--- src/rtl/multicycle_ctrl.sv ---
`default_nettype none
// +--------------------------------------------------------------------------+
// | Module   : multicycle_ctrl                                               |
// | Purpose  : RV32I multi-cycle sequencer (FETCH/DECODE/EXEC/MEM/WB/HALT)   |
// |            with memory wait timeout and sticky halt/error.               |
// | Option   : MULTICYCLE_CTRL_PERF_CNT_EN enables cycle/instret counters.    |
// | Revision : 1.0  initial release                                          |
// +--------------------------------------------------------------------------+
module multicycle_ctrl #(
  parameter int TIMEOUT   = 255,
  parameter int TIMEOUT_W = 8
) (
  input  logic        clk,
  input  logic        rst,
  input  logic [31:0] instr,
  input  logic        br_taken,
  output logic        imem_req,
  input  logic        imem_ready,
  output logic        dmem_req,
  output logic        dmem_we,
  input  logic        dmem_ready,
  output logic        ir_we,
  output logic        pc_we,
  output logic [1:0]  pc_sel,
  output logic        alu_src_b,
  output logic        reg_we,
  output logic [1:0]  wb_sel,
  output logic        halt,
  output logic        err,
  output logic [2:0]  state,
  output logic [31:0] cycle_cnt,
  output logic [31:0] instret_cnt
);

  localparam logic [2:0] c_FETCH  = 3'd0;
  localparam logic [2:0] c_DECODE = 3'd1;
  localparam logic [2:0] c_EXEC   = 3'd2;
  localparam logic [2:0] c_MEM    = 3'd3;
  localparam logic [2:0] c_WB     = 3'd4;
  localparam logic [2:0] c_HALT   = 3'd5;

  localparam logic [6:0] c_OP_R      = 7'b0110011;
  localparam logic [6:0] c_OP_IMM    = 7'b0010011;
  localparam logic [6:0] c_OP_LOAD   = 7'b0000011;
  localparam logic [6:0] c_OP_JALR   = 7'b1100111;
  localparam logic [6:0] c_OP_STORE  = 7'b0100011;
  localparam logic [6:0] c_OP_BRANCH = 7'b1100011;
  localparam logic [6:0] c_OP_JAL    = 7'b1101111;
  localparam logic [6:0] c_OP_LUI    = 7'b0110111;
  localparam logic [6:0] c_OP_AUIPC  = 7'b0010111;
  localparam logic [6:0] c_OP_SYSTEM = 7'b1110011;

  // The request times out on the TIMEOUT-th consecutive cycle without ready.
  localparam logic [TIMEOUT_W-1:0] c_LAST_WAIT = TIMEOUT_W'(TIMEOUT - 1);

  logic [2:0]           state_q, state_d;
  logic [TIMEOUT_W-1:0] wait_q, wait_d;
  logic                 halt_q, halt_d;
  logic                 err_q, err_d;
  logic                 w_err_set;

  logic [6:0] w_opcode;
  logic       w_is_r, w_is_imm, w_is_load, w_is_store, w_is_branch;
  logic       w_is_jal, w_is_jalr, w_is_lui, w_is_auipc, w_is_system;
  logic       w_legal, w_use_imm, w_rd_nz, w_wait_last;
  logic       w_unused;

  assign w_opcode    = instr[6:0];
  assign w_is_r      = (w_opcode == c_OP_R);
  assign w_is_imm    = (w_opcode == c_OP_IMM);
  assign w_is_load   = (w_opcode == c_OP_LOAD);
  assign w_is_store  = (w_opcode == c_OP_STORE);
  assign w_is_branch = (w_opcode == c_OP_BRANCH);
  assign w_is_jal    = (w_opcode == c_OP_JAL);
  assign w_is_jalr   = (w_opcode == c_OP_JALR);
  assign w_is_lui    = (w_opcode == c_OP_LUI);
  assign w_is_auipc  = (w_opcode == c_OP_AUIPC);
  assign w_is_system = (w_opcode == c_OP_SYSTEM);
  assign w_legal     = w_is_r | w_is_imm | w_is_load | w_is_store | w_is_branch |
                       w_is_jal | w_is_jalr | w_is_lui | w_is_auipc | w_is_system;
  assign w_use_imm   = w_is_imm | w_is_load | w_is_store | w_is_jalr | w_is_lui | w_is_auipc;
  assign w_rd_nz     = (instr[11:7] != 5'd0);
  assign w_wait_last = (wait_q == c_LAST_WAIT);
  assign w_unused    = ^instr[31:12];

  // State register
  always_ff @(posedge clk) begin
    if (rst) begin
      state_q <= c_FETCH;
      wait_q  <= '0;
      halt_q  <= 1'b0;
      err_q   <= 1'b0;
    end else begin
      state_q <= state_d;
      wait_q  <= wait_d;
      halt_q  <= halt_d;
      err_q   <= err_d;
    end
  end

  // Next-state logic
  always_comb begin
    state_d   = state_q;
    w_err_set = 1'b0;
    unique case (state_q)
      c_FETCH: begin
        if (imem_ready) begin
          state_d = c_DECODE;
        end else if (w_wait_last) begin
          state_d   = c_HALT;
          w_err_set = 1'b1;
        end
      end
      c_DECODE: begin
        if (w_is_system) begin
          state_d = c_HALT;
        end else if (!w_legal) begin
          state_d   = c_HALT;
          w_err_set = 1'b1;
        end else begin
          state_d = c_EXEC;
        end
      end
      c_EXEC: begin
        if (w_is_branch)                  state_d = c_FETCH;
        else if (w_is_load || w_is_store) state_d = c_MEM;
        else                              state_d = c_WB;
      end
      c_MEM: begin
        if (dmem_ready) begin
          state_d = w_is_store ? c_FETCH : c_WB;
        end else if (w_wait_last) begin
          state_d   = c_HALT;
          w_err_set = 1'b1;
        end
      end
      c_WB:    state_d = c_FETCH;
      c_HALT:  state_d = c_HALT;
      default: state_d = c_FETCH;
    endcase

    if (state_d != state_q) begin
      wait_d = '0;
    end else if ((state_q == c_FETCH && !imem_ready) || (state_q == c_MEM && !dmem_ready)) begin
      wait_d = wait_q + TIMEOUT_W'(1);
    end else begin
      wait_d = wait_q;
    end

    halt_d = halt_q | (state_d == c_HALT);
    err_d  = err_q | w_err_set;
  end

  // Output decode; write strobes are suppressed while rst is asserted.
  always_comb begin
    imem_req  = 1'b0;
    ir_we     = 1'b0;
    dmem_req  = 1'b0;
    dmem_we   = 1'b0;
    pc_we     = 1'b0;
    pc_sel    = 2'd0;
    alu_src_b = 1'b0;
    reg_we    = 1'b0;
    wb_sel    = 2'd0;
    unique case (state_q)
      c_FETCH: begin
        imem_req = 1'b1;
        ir_we    = imem_ready;
      end
      c_EXEC: begin
        alu_src_b = w_use_imm;
        if (w_is_branch) begin
          pc_we  = 1'b1;
          pc_sel = {1'b0, br_taken};
        end
      end
      c_MEM: begin
        dmem_req = 1'b1;
        dmem_we  = w_is_store;
        pc_we    = w_is_store & dmem_ready;
      end
      c_WB: begin
        reg_we = w_rd_nz;
        pc_we  = 1'b1;
        if (w_is_load)                   wb_sel = 2'd1;
        else if (w_is_jal || w_is_jalr)  wb_sel = 2'd2;
        if (w_is_jal)                    pc_sel = 2'd1;
        else if (w_is_jalr)              pc_sel = 2'd2;
      end
      default: ;
    endcase
    if (rst) begin
      ir_we    = 1'b0;
      dmem_req = 1'b0;
      dmem_we  = 1'b0;
      pc_we    = 1'b0;
      reg_we   = 1'b0;
    end
  end

  assign halt  = halt_q;
  assign err   = err_q;
  assign state = state_q;

`ifdef MULTICYCLE_CTRL_PERF_CNT_EN
  logic [31:0] cycle_cnt_q, instret_cnt_q;

  always_ff @(posedge clk) begin
    if (rst) begin
      cycle_cnt_q   <= '0;
      instret_cnt_q <= '0;
    end else begin
      if (state_q != c_HALT) cycle_cnt_q   <= cycle_cnt_q + 32'd1;
      if (pc_we)             instret_cnt_q <= instret_cnt_q + 32'd1;
    end
  end

  assign cycle_cnt   = cycle_cnt_q;
  assign instret_cnt = instret_cnt_q;
`else
  assign cycle_cnt   = 32'd0;
  assign instret_cnt = 32'd0;
`endif

endmodule
`default_nettype wire

--- config.mk ---
export PLATFORM = sky130hd
export DESIGN_NAME = multicycle_ctrl
export DESIGN_NICKNAME = d
export VERILOG_FILES = /design/src/rtl/multicycle_ctrl.sv
export SDC_FILE = /design/constraint.sdc
export NUM_CORES = 1
export LEC_CHECK = 0
export CAP_MARGIN = 20
export CORE_AREA = 2 2 72 74
export CTS_CLUSTER_DIAMETER = 30
export CTS_CLUSTER_SIZE = 12
export DETAILED_ROUTE_END_ITERATION = 12
export DIE_AREA = 0 0 74 76
export GPL_TIMING_DRIVEN = 0
export PLACE_DENSITY = 0.87
export SLEW_MARGIN = 20
export SYNTH_ARGS = -nofsm -noshare
export SYNTH_HDL_FRONTEND = slang
export SYNTH_SLANG_ARGS = --single-unit
--- constraint.sdc ---
create_clock -name clk -period 1.7 [get_ports clk]
set_clock_uncertainty 0.2 [all_clocks]
set_input_delay 0.17 -clock clk [delete_from_list [all_inputs] [get_ports clk]]
set_output_delay 0.17 -clock clk [all_outputs]
set_load 0.02 [all_outputs]
==> results <==
==> logic make-up (layout without fill, tap and decap cells) <==
logic type               Yosys count  after routing  synth area share, %
AND/OR/NAND/NOR                   65             65                24.78
buffers and inverters             74            125                37.57
XOR/XNOR                           7              7                4.321
flip-flops                        13             13                18.34
other                              1             64               0.2643
adder cells (fa/ha/maj)            2              2                1.763
AO/OA/AOI/OAI                     26             26                12.96
==> sequential cells by signal, indices dropped and copies added (netlist names) <==
name / count
err: 1
state: 3
wait_q: 8
halt: 1
==> routing by layer <==
layer	track usage [%]	vias up	part of all wire, %
met5	0	-	0
met4	3.636	0	1.6
met3	4.365	8	9.0
met2	22.95	63	55
met1	12.57	624	35
li1	-	744	-
==> power by group <==
group / switching (uW) / total [uW] / internal (uW) / leakage, uW
combinational: 298 / 549 / 251 / 0.00109
clock: 110 / 275 / 165 / 0.0000228
sequential: 12.4 / 331 / 319 / 0.000107
total: 420 / 1160 / 735 / 0.00122
==> final cells by class <==
class | instances | area (sq um) | area share (%)
Timing Repair Buffer | 48 | 439.2 | 18.28
Sequential cell | 13 | 266.5 | 11.09
Tap cell | 70 | 87.58 | 3.646
Inverter | 5 | 18.77 | 0.7813
Buffer | 68 | 519.2 | 21.61
Multi-Input combinational cell | 164 | 1026 | 42.71
Clock buffer | 4 | 45.04 | 1.875
==> cell usage in the layout (no fill, tap or decap), types with 3 or more instances in the layout <==
cell / n
dlygate4sd2_1: 10
o21ai_0: 3
nor3_2: 4
inv_1: 3
nand4_1: 5
nor2_1: 14
a21oi_2: 3
buf_6: 11
nand2_1: 7
conb_1: 64
nor2_2: 3
clkdlybuf4s50_1: 9
nand2_2: 3
nand3_1: 6
a21oi_1: 4
a31oi_1: 3
xnor2_1: 4
buf_4: 79
a211o_1: 3
buf_2: 3
clkbuf_8: 3
dfxtp_1: 10
==> worst max-delay path by stage <==
stage / start / endpoint
finish: state[1]$_SDFF_PP0_ / pc_sel[1]
detailed placement: instr[2] / pc_we
floorplan: state[1]$_SDFF_PP0_ / pc_sel[1]
CTS: state[1]$_SDFF_PP0_ / pc_sel[0]
global route: state[0]$_SDFF_PP0_ / pc_sel[0]
global placement: instr[2] / pc_we
==> worst reg2reg max path, stage by stage, from the launching register on <==
cell and delay (ps):
dfxtp_2 330, buf_6 100, buf_4 130, buf_6 110
inv_2 50, and3_1 180, a2bb2oi_1 280, o221ai_4 210
a211oi_2 180
==> stage by stage <==
step	cell area, sq um	TNS, ps	hold slack, ps	setup WS, ps
detailed placement	2112	-11780	314.5	-876.2
global route	2402	-3709	350.8	-318.7
finish	2402	-2219	330.4	-239.1
CTS	2345	-2050	326.6	-246.7
global placement	2112	-11220	302.8	-872.8
floorplan	1704	-1106	147.6	-283.1
==> timing repair <==
item,CTS,global route
gates resized for setup,96,13
endpoints found under the setup margin,22,23
setup buffers,15,1
pin swaps,25,9
==> reports/metrics.sh <==
CLK_PATH_BUF_DEPTH=2
MAX_CLOCK_FREQ_MHz=515.7
LAYOUT-AREA-OVERHEAD-VS-SYNTH_PCT=69.31
VIA_COUNT=1439
CRITICAL_PATH.STARTPOINT_TYPE='register'
FIN_CRIT_SH_PCT=114.1
HOLD_END='err$_SDFF_PP0_'
VDD_DROP_MAX_uV=290.7
MAX_INCR_DELAY_ON_CP_PS=360
DP_CELLS=353
CRITPATHCAPTURETYPE='output pin'
INITIALDRTVIOLATIONCOUNT=25
REG2REG_END='wait_q[1]$_SDFFE_PP0P_'
FIN_NETS=342
PLACEMENT_ROWS=26
NUMBER_OF_BUFFER_AND_INVERTER_STAGES_ON_THE_CRITICAL_PATH=2
LAYOUT.CORE_UTILIZATION_PCT=48.90
NETLIST_TOP_CELLS_AREA='buf_4, dfxtp_1, nor2_1, xnor2_1, nor3_1'
POWER_PER_CELL_AREA_nW_PER_UM2=480.9
GR-USAGE-ALL-LAYERS_PCT=12.37
MIN_PATH_CELLS=2
CP.ARRIVAL_PS=1570
SYNTH.TOP_CELL.AREA_SHARE_PCT=35.98
RSZ_0062_RAISED_AFTER_GLOBAL_ROUTING='yes'
DIE_AREA_SQ_UM=5624
HOLD_FAILS_FINAL_RPT=0
SLEW_VIOLATIONS=0
SLOWEST_CELL_ON_CRIT_PATH='or3_4'
SYNTH.CELL_AREA_SQ_UM=1419
PATH_DELAY_FAMILY='simple AND/OR/NAND/NOR gates'
CLOCK_SINKS=13
FLOORPLAN.INITIALDENSITY_PCT=28.88
INSTANCES_NO_FILL=372
DIE-HEIGHT_UM=76
SYNTH_AREA_PER_CELL_SQ_UM=7.547
GRT_ANTENNA_BEFORE_REPAIR=0
GATE_COUNT_AFTER_TECHNOLOGY_MAPPING=188
YOSYS.CELL_COUNT.TOP_TYPE='buf_4'
SYNTH.CELLS.MOST_FREQUENT='buf_4, nor2_1, dfxtp_1, nand2_1, nor3_1'
CRITPATHREQUIREDTIME_PS=1330
DP.FINAL_HPWL_UM=2564
WORST_SLACK_PS=-239.1
PLACE.GP.CONGESTION=0.8505
YOSYS_TOP_CELL_BY_AREA='buf_4'
FINALWIRELENGTH_UM=3597
WORST-PATH-MAX-FANOUT=10
FINALWORSTPATHREQUIREDPERIOD_PS=1939
FFS_W_ASYNC_S_R_SYNTH_PCT=0
CTS_TREE='yes'
CTS_HOLD_BUF=0
SYNTH_EDF_COUNT=0
FAILED_CHECKS='setup timing'
SYNTH-WARNING-COUNT=0
CRITICALPATHCATEGORY='register to output pin'
SEQ_AREA_FRAC_SYNTH_PCT=18.34
WORST_R2R_PATH_DEPTH=8
GRT_START_MAX_NET_PINS=11
DIE-WIDTH_UM=74
DRT-PASS1-ITER-COUNT=4
SYNTHDISTINCTLIBCELLS=39
CTS_INSERTED_BUFFERS=3
CRITICAL-PATH-TOP-CELL-BY-COUNT='buf_6'
TOTAL_POWER_DRAW_uW=1155
VIASPERCELL=3.868
SETUP_VIOL=18
N_FILL_CELL=463
REMAINING_DRC_ERRORS=0
HOLD_CLASS='register to register'
REGTOREGSTARTPOINT='state[0]$_SDFF_PP0_'
IO_BUFFER_COUNT=32
CP_NUM_CELLS=5
LAYOUT-DRIVE-GT1-SHARE_PCT=45.03
GRT_PASS1_VIAS=1270
ANT_NETS=0
CRITICAL_PATH.CELL_CHAIN='buf_6 > or3_4 > nor4_4 > and2_4 > buf_6'
INSERTEDDIODECOUNT=0
P_LEAK_uW=0.001224
CAP_VIOL_MAX_COUNT=0
OVERFLOW=0
CLK_PIN_SLEW_WORST_PATHS_PS=60
CTS_ROOT_BUF='clkbuf_8'
SYNTH_FF_TYPE='dfxtp_1'
IO_PINS=117
DETAIL_ROUTE.WL_PER_CELL_UM=9.669
RUN_STATUS='complete, but fails checks'
YS_FF_LATCH=13
FIRST_PASS_GRT_WIRE_LENGTH_UM=5568
CLOCK_LATENCY_PS=250
CORE_SQ_UM=4912
CTS.HTREE.LEVELS=1
SETUP.REG_TO_REG.WORST_SLACK_PS=-140
HOLD_PATH_STARTPOINT='err$_SDFF_PP0_'
(Power assumes the default switching activity.)
